File: src/rtl/board_pkg.sv
// rtl/board_pkg.sv - board cell encoding and RAM geometry shared by board-state writers
package board_pkg;

  typedef enum logic [1:0] {
    EMPTY = 2'd0,
    SHIP  = 2'd1,
    HIT   = 2'd2,
    MISS  = 2'd3
  } cell_t;

  localparam int BOARD_CELLS  = 100;
  localparam int BOARD_ADDR_W = 7;
  localparam int BOARD_DATA_W = 2;

endpackage

File: src/rtl/rr_picker.sv
// rtl/rr_picker.sv - combinational round-robin select: first set request scanning cyclically from ptr
module rr_picker #(
  parameter int N  = 2,
  parameter int PW = (N > 1) ? $clog2(N) : 1
) (
  input  logic [N-1:0]  req,
  input  logic [PW-1:0] ptr,
  output logic [N-1:0]  onehot,
  output logic [PW-1:0] idx,
  output logic          any
);

  logic [PW-1:0] cand [N];

  always_comb begin
    for (int k = 0; k < N; k++) begin
      cand[k] = PW'((int'(ptr) + k) % N);
    end
  end

  // Scan from the far end so the candidate closest to ptr is the last one written.
  always_comb begin
    idx = '0;
    any = 1'b0;
    for (int k = N - 1; k >= 0; k--) begin
      if (req[cand[k]]) begin
        idx = cand[k];
        any = 1'b1;
      end
    end
    onehot = any ? (N'(1) << idx) : '0;
  end

endmodule

File: src/rtl/vblank_ram_arbiter.sv
// rtl/vblank_ram_arbiter.sv - round-robin, burst-bounded sharing of the board RAM write port during vblank
module vblank_ram_arbiter
  import board_pkg::*;
#(
  parameter int N_REQ     = 2,
  parameter int ADDR_W    = BOARD_ADDR_W,
  parameter int DATA_W    = BOARD_DATA_W,
  parameter int MAX_BURST = 4
) (
  input  logic                    clk,
  input  logic                    rst,
  input  logic                    vblnk,
  input  logic [N_REQ-1:0]        req,
  input  logic [N_REQ-1:0]        wr_valid,
  input  logic [N_REQ-1:0]        wr_last,
  input  logic [N_REQ*ADDR_W-1:0] wr_addr,
  input  logic [N_REQ*DATA_W-1:0] wr_data,
  output logic [N_REQ-1:0]        gnt,
  output logic [N_REQ-1:0]        wr_ready,
  output logic                    ram_we,
  output logic [ADDR_W-1:0]       ram_addr,
  output logic [DATA_W-1:0]       ram_wdata,
  output logic                    frame_start,
  output logic [7:0]              miss_cnt
);

  localparam int PW = (N_REQ > 1) ? $clog2(N_REQ) : 1;
  localparam int BW = $clog2(MAX_BURST + 1);

  typedef enum logic [1:0] {
    WAIT_VB = 2'd0,
    ARB     = 2'd1,
    BURST   = 2'd2
  } state_t;

  state_t           state, state_n;
  logic             vblnk_d;
  logic [PW-1:0]    rr_ptr, rr_ptr_n;
  logic [PW-1:0]    gidx, gidx_n;
  logic [BW-1:0]    beat_cnt, beat_cnt_n;
  logic [N_REQ-1:0] gnt_n;

  logic [N_REQ-1:0] pick_onehot;
  logic [PW-1:0]    pick_idx;
  logic             pick_any;

  logic window_open, window_close, accept, beat_last, burst_end;
  logic [PW-1:0] ptr_after;

  rr_picker #(.N(N_REQ), .PW(PW)) u_picker (
    .req    (req),
    .ptr    (rr_ptr),
    .onehot (pick_onehot),
    .idx    (pick_idx),
    .any    (pick_any)
  );

  assign window_open  = vblnk & ~vblnk_d;
  assign window_close = ~vblnk & vblnk_d;

  // Ready is gated by the live vblnk so a beat offered as the window closes is never taken.
  assign wr_ready  = gnt & {N_REQ{vblnk}};
  assign accept    = |(wr_valid & wr_ready);
  assign beat_last = wr_last[gidx] | (beat_cnt == BW'(MAX_BURST - 1));
  assign burst_end = ~vblnk | (accept & beat_last) | (~accept & ~req[gidx]);
  assign ptr_after = (gidx == PW'(N_REQ - 1)) ? '0 : gidx + 1'b1;

  always_comb begin
    state_n    = state;
    gnt_n      = gnt;
    gidx_n     = gidx;
    beat_cnt_n = beat_cnt;
    rr_ptr_n   = rr_ptr;
    case (state)
      WAIT_VB: begin
        if (window_open) state_n = ARB;
      end
      ARB: begin
        if (!vblnk) begin
          state_n = WAIT_VB;
        end else if (pick_any) begin
          gnt_n      = pick_onehot;
          gidx_n     = pick_idx;
          beat_cnt_n = '0;
          state_n    = BURST;
        end
      end
      BURST: begin
        if (burst_end) begin
          gnt_n    = '0;
          rr_ptr_n = ptr_after;
          state_n  = vblnk ? ARB : WAIT_VB;
        end else if (accept) begin
          beat_cnt_n = beat_cnt + 1'b1;
        end
      end
      default: begin
        gnt_n   = '0;
        state_n = WAIT_VB;
      end
    endcase
  end

  always_ff @(posedge clk) begin
    if (rst) begin
      state       <= WAIT_VB;
      vblnk_d     <= 1'b1;
      rr_ptr      <= '0;
      gidx        <= '0;
      beat_cnt    <= '0;
      gnt         <= '0;
      ram_we      <= 1'b0;
      ram_addr    <= '0;
      ram_wdata   <= '0;
      frame_start <= 1'b0;
      miss_cnt    <= '0;
    end else begin
      state       <= state_n;
      vblnk_d     <= vblnk;
      rr_ptr      <= rr_ptr_n;
      gidx        <= gidx_n;
      beat_cnt    <= beat_cnt_n;
      gnt         <= gnt_n;
      frame_start <= window_open;
      ram_we      <= accept;
      if (accept) begin
        ram_addr  <= wr_addr[gidx*ADDR_W +: ADDR_W];
        ram_wdata <= wr_data[gidx*DATA_W +: DATA_W];
      end
      if (window_close && (|req) && (miss_cnt != 8'hFF)) begin
        miss_cnt <= miss_cnt + 8'd1;
      end
    end
  end

endmodule
File: config.mk
export PLATFORM = sky130hd
export DESIGN_NAME = vblank_ram_arbiter
export DESIGN_NICKNAME = d
export VERILOG_FILES = /design/src/rtl/board_pkg.sv /design/src/rtl/rr_picker.sv /design/src/rtl/vblank_ram_arbiter.sv
export SDC_FILE = /design/constraint.sdc
export NUM_CORES = 1
export LEC_CHECK = 0
export ABC_AREA = 1
export CAP_MARGIN = 10
export CORE_ASPECT_RATIO = 1.5
export CORE_MARGIN = 4
export CORE_UTILIZATION = 45
export CTS_CLUSTER_SIZE = 40
export DETAILED_ROUTE_END_ITERATION = 10
export PLACE_DENSITY = 0.86
export SKIP_LAST_GASP = 1
export SLEW_MARGIN = 20
export SYNTH_ARGS = -nofsm -noshare
export SYNTH_HDL_FRONTEND = slang
export SYNTH_SLANG_ARGS = --single-unit
File: constraint.sdc
create_clock -name clk -period 1.7 [get_ports clk]
set_clock_uncertainty 0.2 [all_clocks]
set_input_delay 0.255 -clock clk [delete_from_list [all_inputs] [get_ports clk]]
set_output_delay 0.255 -clock clk [all_outputs]
set_load 0.03 [all_outputs]
# == After elaboration in Yosys (flattened, before gate mapping) ==
# Cells that the tools add are included.
# classes
n_addsub,4
n_mul,1
n_lt_le_gt_ge,3
n_eq_ne,11
shifts,3
muxes,28
bitwise,14
reduce_logical,11
# ops
cell,n
1-bit two-way mux,14
2-bit two-way mux,7
14-bit by 5-bit variable part select with 7-bit output,1
3-bit two-way mux,4
"2-bit != test, second input constant",6
2-bit one-hot mux with 3 select lines,2
"8-bit by 1-bit adder with 8-bit output, second input constant",1
"8-bit != test, second input constant",1
"1-bit by 2-bit < comparator with 1-bit output, second input constant",3
3-bit one-hot mux with 2 select lines,1
3-bit AND reduction,2
1-bit inverter,5
5-bit AND reduction,1
1-bit AND,4
2-bit AND,2
"1-bit by 3-bit multiplier with 4-bit output, second input constant",1
4-bit AND reduction,1
2-bit OR reduction,2
4-bit by 3-bit variable part select with 2-bit output,1
"3-bit by 1-bit adder with 3-bit output, second input constant",1
"3-bit by 2-bit equality test with 1-bit output, second input constant",1
"3-bit != test, second input constant",1
1-bit bitwise OR,3
"1-bit adder, second input constant",2
7 further kinds,8
# totals
register_bits,29
inputBits,27
output_inout_bits,23
word_cells,86

# == Longest topological paths before layout ==
# Gate-level depths: netlist of the first run.
# logic_depth
ltp_word,9
ltp_mapped,11
ltp_nobuf,11

# == Cells and area by module ==
# A second synthesis of the first run with hierarchy kept.
# hier_totals
cells_unflattened,200
area_unflattened_um2,1461.4
# modules_own_cells
mod,instances,cells_each,area_per_inst_um2,seq_area_each_um2
vblank_ram_arbiter,1,193,1431.4,580.6
rr_picker,1,7,30.0,0.0

# == Worst setup path after synthesis of the first run ==
# No wires, ideal clock.
# synth_path
path_type,register to register
start,register miss_cnt[1]
end,register miss_cnt[6]
setup_time_ps,113
arrival_ps,1529
t_required_ps,1387
slack_ps,-142
path_stages_with_launch,11
n_path_buf,0
synth_period_minus_slack_ps,1842
cell_sequence,dfxtp_1 -> ha_1 -> nand3_1 -> nor2_2 -> inv_1 -> o21ai_4 -> inv_4 -> nand2_1 -> nand2_1 -> nand2_1 -> nor2_1
# synth_between
elab_chain_cells,2
word_cells_on_any_way,3
classes_between,add/sub (1); eq/ne (1); reduce/logical (1)
# synth_lines
item,line,source
from (decl),vblank_ram_arbiter.sv:24,output logic [7:0] miss_cnt
from (signal assigned),vblank_ram_arbiter.sv:131,miss_cnt <= miss_cnt + 8'd1;
"parallel branches: the longest is 2 deep, another holds 8-bit by 1-bit adder with 8-bit output",n/a,
# Parallel ways; which one is timed is not known.
# A chain may end at the register's enable or synchronous reset.

# == Final worst setup path of the first run ==
# Same ends and word-level chain as after synthesis.

==> metrics.txt, run 1 <==
outcome complete, no violations; sequential share of the synthesized area 40.1%; area of the multi-input gates between 800 and 900 um^2; Met2 Routed Length ~2100 um; crit-path max cell delay 0.36 ns; CTS Root Cell clkbuf_8; Placed Cells incl. Taps just over 300; clk_lat worst skew just under 0.3 ns; # IOs 50; Worst-Margin Slew 0.377 ns; Final #Nets about 300; PortBufs 49; Final Setup Violations 0; library cells used by synthesis 28; Hold Path Class flop to flop; cell accounting for the most synthesized area dfxtp_1; peak supply drop 566 uV; Vias per Instance between 4 and 5; most frequent cells in the layout nand2_1 (51), dfxtp_1 (26), buf_4 (26); hpwl dp 2870 um; Worst-path clk slew 0.06 ns; Fin. Hold Viols 0; slew margin rel. 74.8%; required time worst endpoint 1.69 ns; met1 WL 1280 um; Tcrit/Tclk final between 90% and 100%; final wirelength 3810 um; Post-Syn Area ~0.0014 mm^2; DIE AREA 0.00421 mm^2; max-slew violation count 0; Sink Count 29; row count 25; Most common cell on crit path nand2_1; CTS tree built; Tmin final 1.63 ns; Synth Instances 203; share of the synthesized area in the top cell type about 40%; clk buf depth 2; total leakage power 1.07 nW; Yosys reg bits 29; # H-tree levels 2; CTS Hold Bufs 0; FILL cells 258; ranking of synthesized cells by area dfxtp_1 (40%), nand2_1 (14%), inv_1 (5.2%); drt drc 0; initial antenna violation count 0; critical path startpoint category flop; number of global-route vias before repair 1543; largest net degree at the start of global routing 19; GRT Overall Usage a little under a fifth; Fmax achieved 0.613 GHz; Final ANT Viol Nets 0; global-route wire length before repair about 5900 um; starting DRC count in detailed routing 33; CP Max Fanout 8; Yosys warnings 0; Die W around 54 um; Hold WS between 0.2 and 0.25 ns; critical path's slowest cell dfxtp_4; non-filler instance count after layout about 320; core footprint 0.00313 mm^2; CTS Buf Count 5; Ant. Diodes 0; PwrDens 684 mW/mm^2; DR top layer met4; Syn-to-layout area delta 57.6%; layout cell share with drive strength beyond 1 ~24%; commonest non-fill, non-tap cell in the layout nand2_1; Max-cap violations 0; syn avg cell area around 7.1 um^2; vias post-DR about 1600; metal3 WL 329 um; crit-path cells ha_4 > nand3_2 > nor2_4 > inv_2 > o21ai_4 > inv_4 > nand2_2 > nand2_1 > nand2_1 > nor2_1; Crit. End Element flop; die height 77.5 um; GRT overflow 0; Avg WL per Cell 12.0 um; router iterations before antenna repair 4; Reg area 587 um^2; CP Class flop to flop; gpl congestion 0.794; post-synth net total 233; Initial Util 46.3%; worst endpoint data arrival time around 1.6 ns
## registers in the layout, summed over array words and instances, names as in the netlist
signal,flops
miss_cnt,8
ram_addr,7
beat_cnt,3
gnt,2
ram_wdata,2
state,2
frame_start,1
gidx,1
ram_we,1
rr_ptr,1
vblnk_d,1
## area by class of cell
| type | instances | area share (%) |
|---|---|---|
| Tap cell | 40 | 2.19 |
| Clock buffer | 8 | 3.95 |
| Inverter | 24 | 4.06 |
| Multi-Input combinational cell | 143 | 35.6 |
| Timing Repair Buffer | 74 | 28.5 |
| Sequential cell | 29 | 25.7 |
## Yosys cell counts (all sizes together)
library cell  instances
ha                    3
o21ai                16
nand3                13
nand4                 2
or2                   1
nand2                58
xnor2                 2
dfxtp                29
clkbuf                2
a21oi                13
nor3                  3
buf                   5
inv                  24
a31oi                 9
xor2                  2
nor2                 19
a211oi                2
## metal layers
metal | GRT usage, % | up-vias
li1 | - | 807
met1 | 15.7 | 677
met2 | 35.5 | 56
met3 | 8.25 | 11
met4 | 9.23 | 0
met5 | 0 | -
## metrics by stage
| step | instance area, um^2 | power, mW | setup WS (ns) | utilization [%] | TNS (ns) |
|---|---|---|---|---|---|
| after floorplan | 1460 | 0.850 | 0.0107 | - | 0 |
| after global placement | 2100 | 0.966 | -0.188 | 67.2 | -1.91 |
| after detailed placement | 2100 | 0.971 | -0.225 | 67.2 | -2.35 |
| after CTS | 2170 | 1.55 | 0.0139 | 69.3 | 0 |
| after global routing | 2280 | 1.62 | -0.0226 | 72.9 | -0.0485 |
| final | 2280 | 1.56 | 0.0674 | 72.9 | 0 |
## report_power, final
group | internal [mW] | switching [mW] | total (mW)
Sequential | 0.700 | 0.0145 | 0.715
Clock | 0.329 | 0.257 | 0.587
Combinational | 0.128 | 0.131 | 0.258
## path summary, 6_finish.rpt
| kind | from | endpoint | slack, ns | depth (start not counted) |
|---|---|---|---|---|
| max | miss_cnt[1] | miss_cnt[6] | 0.07 | 10 |
| min | vblnk_d | frame_start | 0.25 | 1 |
| max reg2reg | miss_cnt[1] | miss_cnt[6] | 0.07 | 10 |
| min reg2reg | vblnk_d | frame_start | 0.25 | 1 |
## repair_timing
action,in CTS,in global routing
endpoints found under the hold margin,0,0
buffers inserted,0,3
pin swaps,0,11
resized for setup,23,21
endpoints found under the setup margin,24,14
## worst max-delay path, delay by kind of cell, from the launching register on
| kind | cells | cell delay, ns |
|---|---|---|
| and+or+nand+nor | 6 | 0.45 |
| DFF | 1 | 0.36 |
| AOI/OAI and AO/OA | 1 | 0.24 |
| adders and majority gates | 1 | 0.14 |
| buffers and inverters | 2 | 0.14 |
## kinds of logic (layout without fill, tap and decap cells)
group                      count (synthesis)  count (layout)  share of synthesized area, %
and+or+nand+nor                           96              96                          28.6
AOI/OAI and AO/OA                         40              40                          16.2
buffers and inverters                     31             106                          10.0
DFF                                       29              29                          40.1
xor gates and xnor gates                   4               4                          2.42
adders and majority gates                  3               3                          2.59
Power figures use the tool's default switching activity.
==> run 2: changes to the inputs <==
- CORE_UTILIZATION: 45 -> 40
- PLACE_DENSITY: 0.86 -> 0.81
- clock period: 1.7 -> 1.5 ns (I/O delays scaled with it)
==> metrics.txt, run 2 (synthesis gave the netlist of run 1 again) <==
outcome complete, but fails checks; failing checks negative setup slack; number of global-route vias before repair ~1700; dpl ws -0.419 ns; drt drc 0; Seq pwr share about 45%; critical path startpoint category flop; Crit. End Element flop; clk buf depth 2; Final #Nets 319; Sw Share 26.0%; row count 26; Final ANT Viol Nets 0; area after detailed placement 0.00222 mm^2; GRT overflow 0; Worst-path clk slew 0.06 ns; Hold Path Class flop to flop; starting DRC count in detailed routing 49; global-route wire length before repair 6730 um; layout cell share with drive strength beyond 1 37.6%; PwrDens 723 mW/mm^2; Worst-Margin Slew 0.318 ns; final instance area ~0.0025 mm^2; commonest non-fill, non-tap cell in the layout nand2_1; Net Sw Power about 0.47 mW; Placed Cells incl. Taps about 320; router iterations before antenna repair 4; Tcrit/Tclk final 106%; Initial Util a little over two fifths; internal power 1.34 mW; Ant. Diodes 0; CP Depth 10; DIE AREA 0.00467 mm^2; critical path's slowest cell dfxtp_2; GRT Overall Usage between 10% and 20%; crit-path cells ha_4 > ha_4 > inv_2 > nand3_2 > nand2_2 > nand4_4 > nand2_4 > nand3_2 > nand2_1 > nor2_1; max-slew violation count 0; worst endpoint data arrival time between 1.5 and 2 ns; R2R depth 10; gpl congestion 0.888; Sink Count 29; CTS tree built; max FFs per register 8; vias post-DR 1655; critical path's top delay family simple AND/OR/NAND/NOR gates; WP buf/inv 1; initial antenna violation count 0; PortBufs 49; CTS Buf Count 5; crit-path max cell delay 0.34 ns; CTS Hold Bufs 0; Comb power frac about a fifth; die height slightly above 80 um; Vias per Instance 4.98; # IOs 50; slew margin rel. 78.9%; # H-tree levels 2; area of the multi-input gates 911 um^2; FILL cells roughly 290; Fmax achieved 0.626 GHz; top flop regs miss_cnt x8, ram_addr x7, beat_cnt x3; most frequent cells in the layout nand2_1 (46), buf_4 (33), clkdlybuf4s50_1 (25); hold depth 1; non-filler instance count after layout 332; core footprint ~0.0034 mm^2; setup ws final -0.0966 ns; Die W 57.1 um; clock share of power 36.2%; required time worst endpoint approximately 1.5 ns; peak supply drop 712 uV; total leakage power roughly 1.1 nW; Fin. Hold Viols 0; Biggest register miss_cnt; Avg WL per Cell 12.4 um; clk_lat worst skew 0.29 ns; Final Setup Violations 14; Reg area 598 um^2; Syn-to-layout area delta 73.3%; CP Class flop to flop; largest net degree at the start of global routing 19; RSZ-0062 raised after global routing true; CP Max Fanout 4; Tmin final 1.60 ns; final wirelength 4110 um; CTS Root Cell clkbuf_8; hpwl dp 3010 um; Max-cap violations 0
## run 2: cell count changes in the layout (fill, tap and decap cells not counted), sizes merged
cell / change
buf: +12
clkbuf: +2
clkdlybuf4s15: +3
dlygate4sd2: -5
## run 2: power by group through the flow
stage / Sequential, mW / Clock [mW] / Combinational (mW)
after floorplan: 0.844 / 0 / 0.123
after global placement: 0.824 / 0 / 0.296
after detailed placement: 0.825 / 0 / 0.303
after CTS: 0.810 / 0.673 / 0.334
after global routing: 0.813 / 0.711 / 0.377
final: 0.811 / 0.656 / 0.347
## run 2: final timing paths
path | startpoint | slack, ns | end
setup reg to reg | beat_cnt[1] | -0.1 | beat_cnt[1]
hold / removal | vblnk_d | 0.26 | frame_start
setup / recovery | beat_cnt[1] | -0.1 | beat_cnt[1]
hold reg to reg | vblnk_d | 0.26 | frame_start
## run 2: metrics by stage
step / hold WS, ns / TNS [ns] / power [mW] / utilization (%)
finish: 0.255 / -0.663 / 1.81 / 72.8
global route: 0.278 / -1.78 / 1.90 / 72.8
CTS: 0.254 / -0.548 / 1.82 / 70.8
detailed placement: 0.244 / -7.50 / 1.13 / 64.3
global placement: 0.238 / -6.76 / 1.12 / 64.3
floorplan: 0.103 / -0.311 / 0.967 / -
## run 2: repair_timing
action | in CTS | in global routing
resized for setup | 55 | 22
buffers inserted | 4 | 2
pin swaps | 14 | 4
endpoints found under the setup margin | 37 | 22
## run 2: worst reg2reg max path, delay by kind of cell, from the launching register on
kind	cells	cell delay (ns)
adder cells (fa/ha/maj)	2	0.31
buffers and inverters	1	0.04
flip-flops	1	0.34
AND/OR/NAND/NOR	7	0.59
## run 2: area by class of cell
cell class              count  share of cell area (%)
clock buffers               8                    3.59
inverters                  24                    3.69
multi-input cells         143                    36.3
flip-flops and latches     29                    23.8
well taps                  42                    2.09
repair buffers             86                    30.5
## run 2: metal layers
layer  GRT usage [%]  up-vias  part of all wire, %
met5               0        -                    0
met4            11.4        0                  3.7
met3            6.92       15                  6.6
met2            37.4       58                   56
met1            15.6      755                   33
li1                -      827                    -
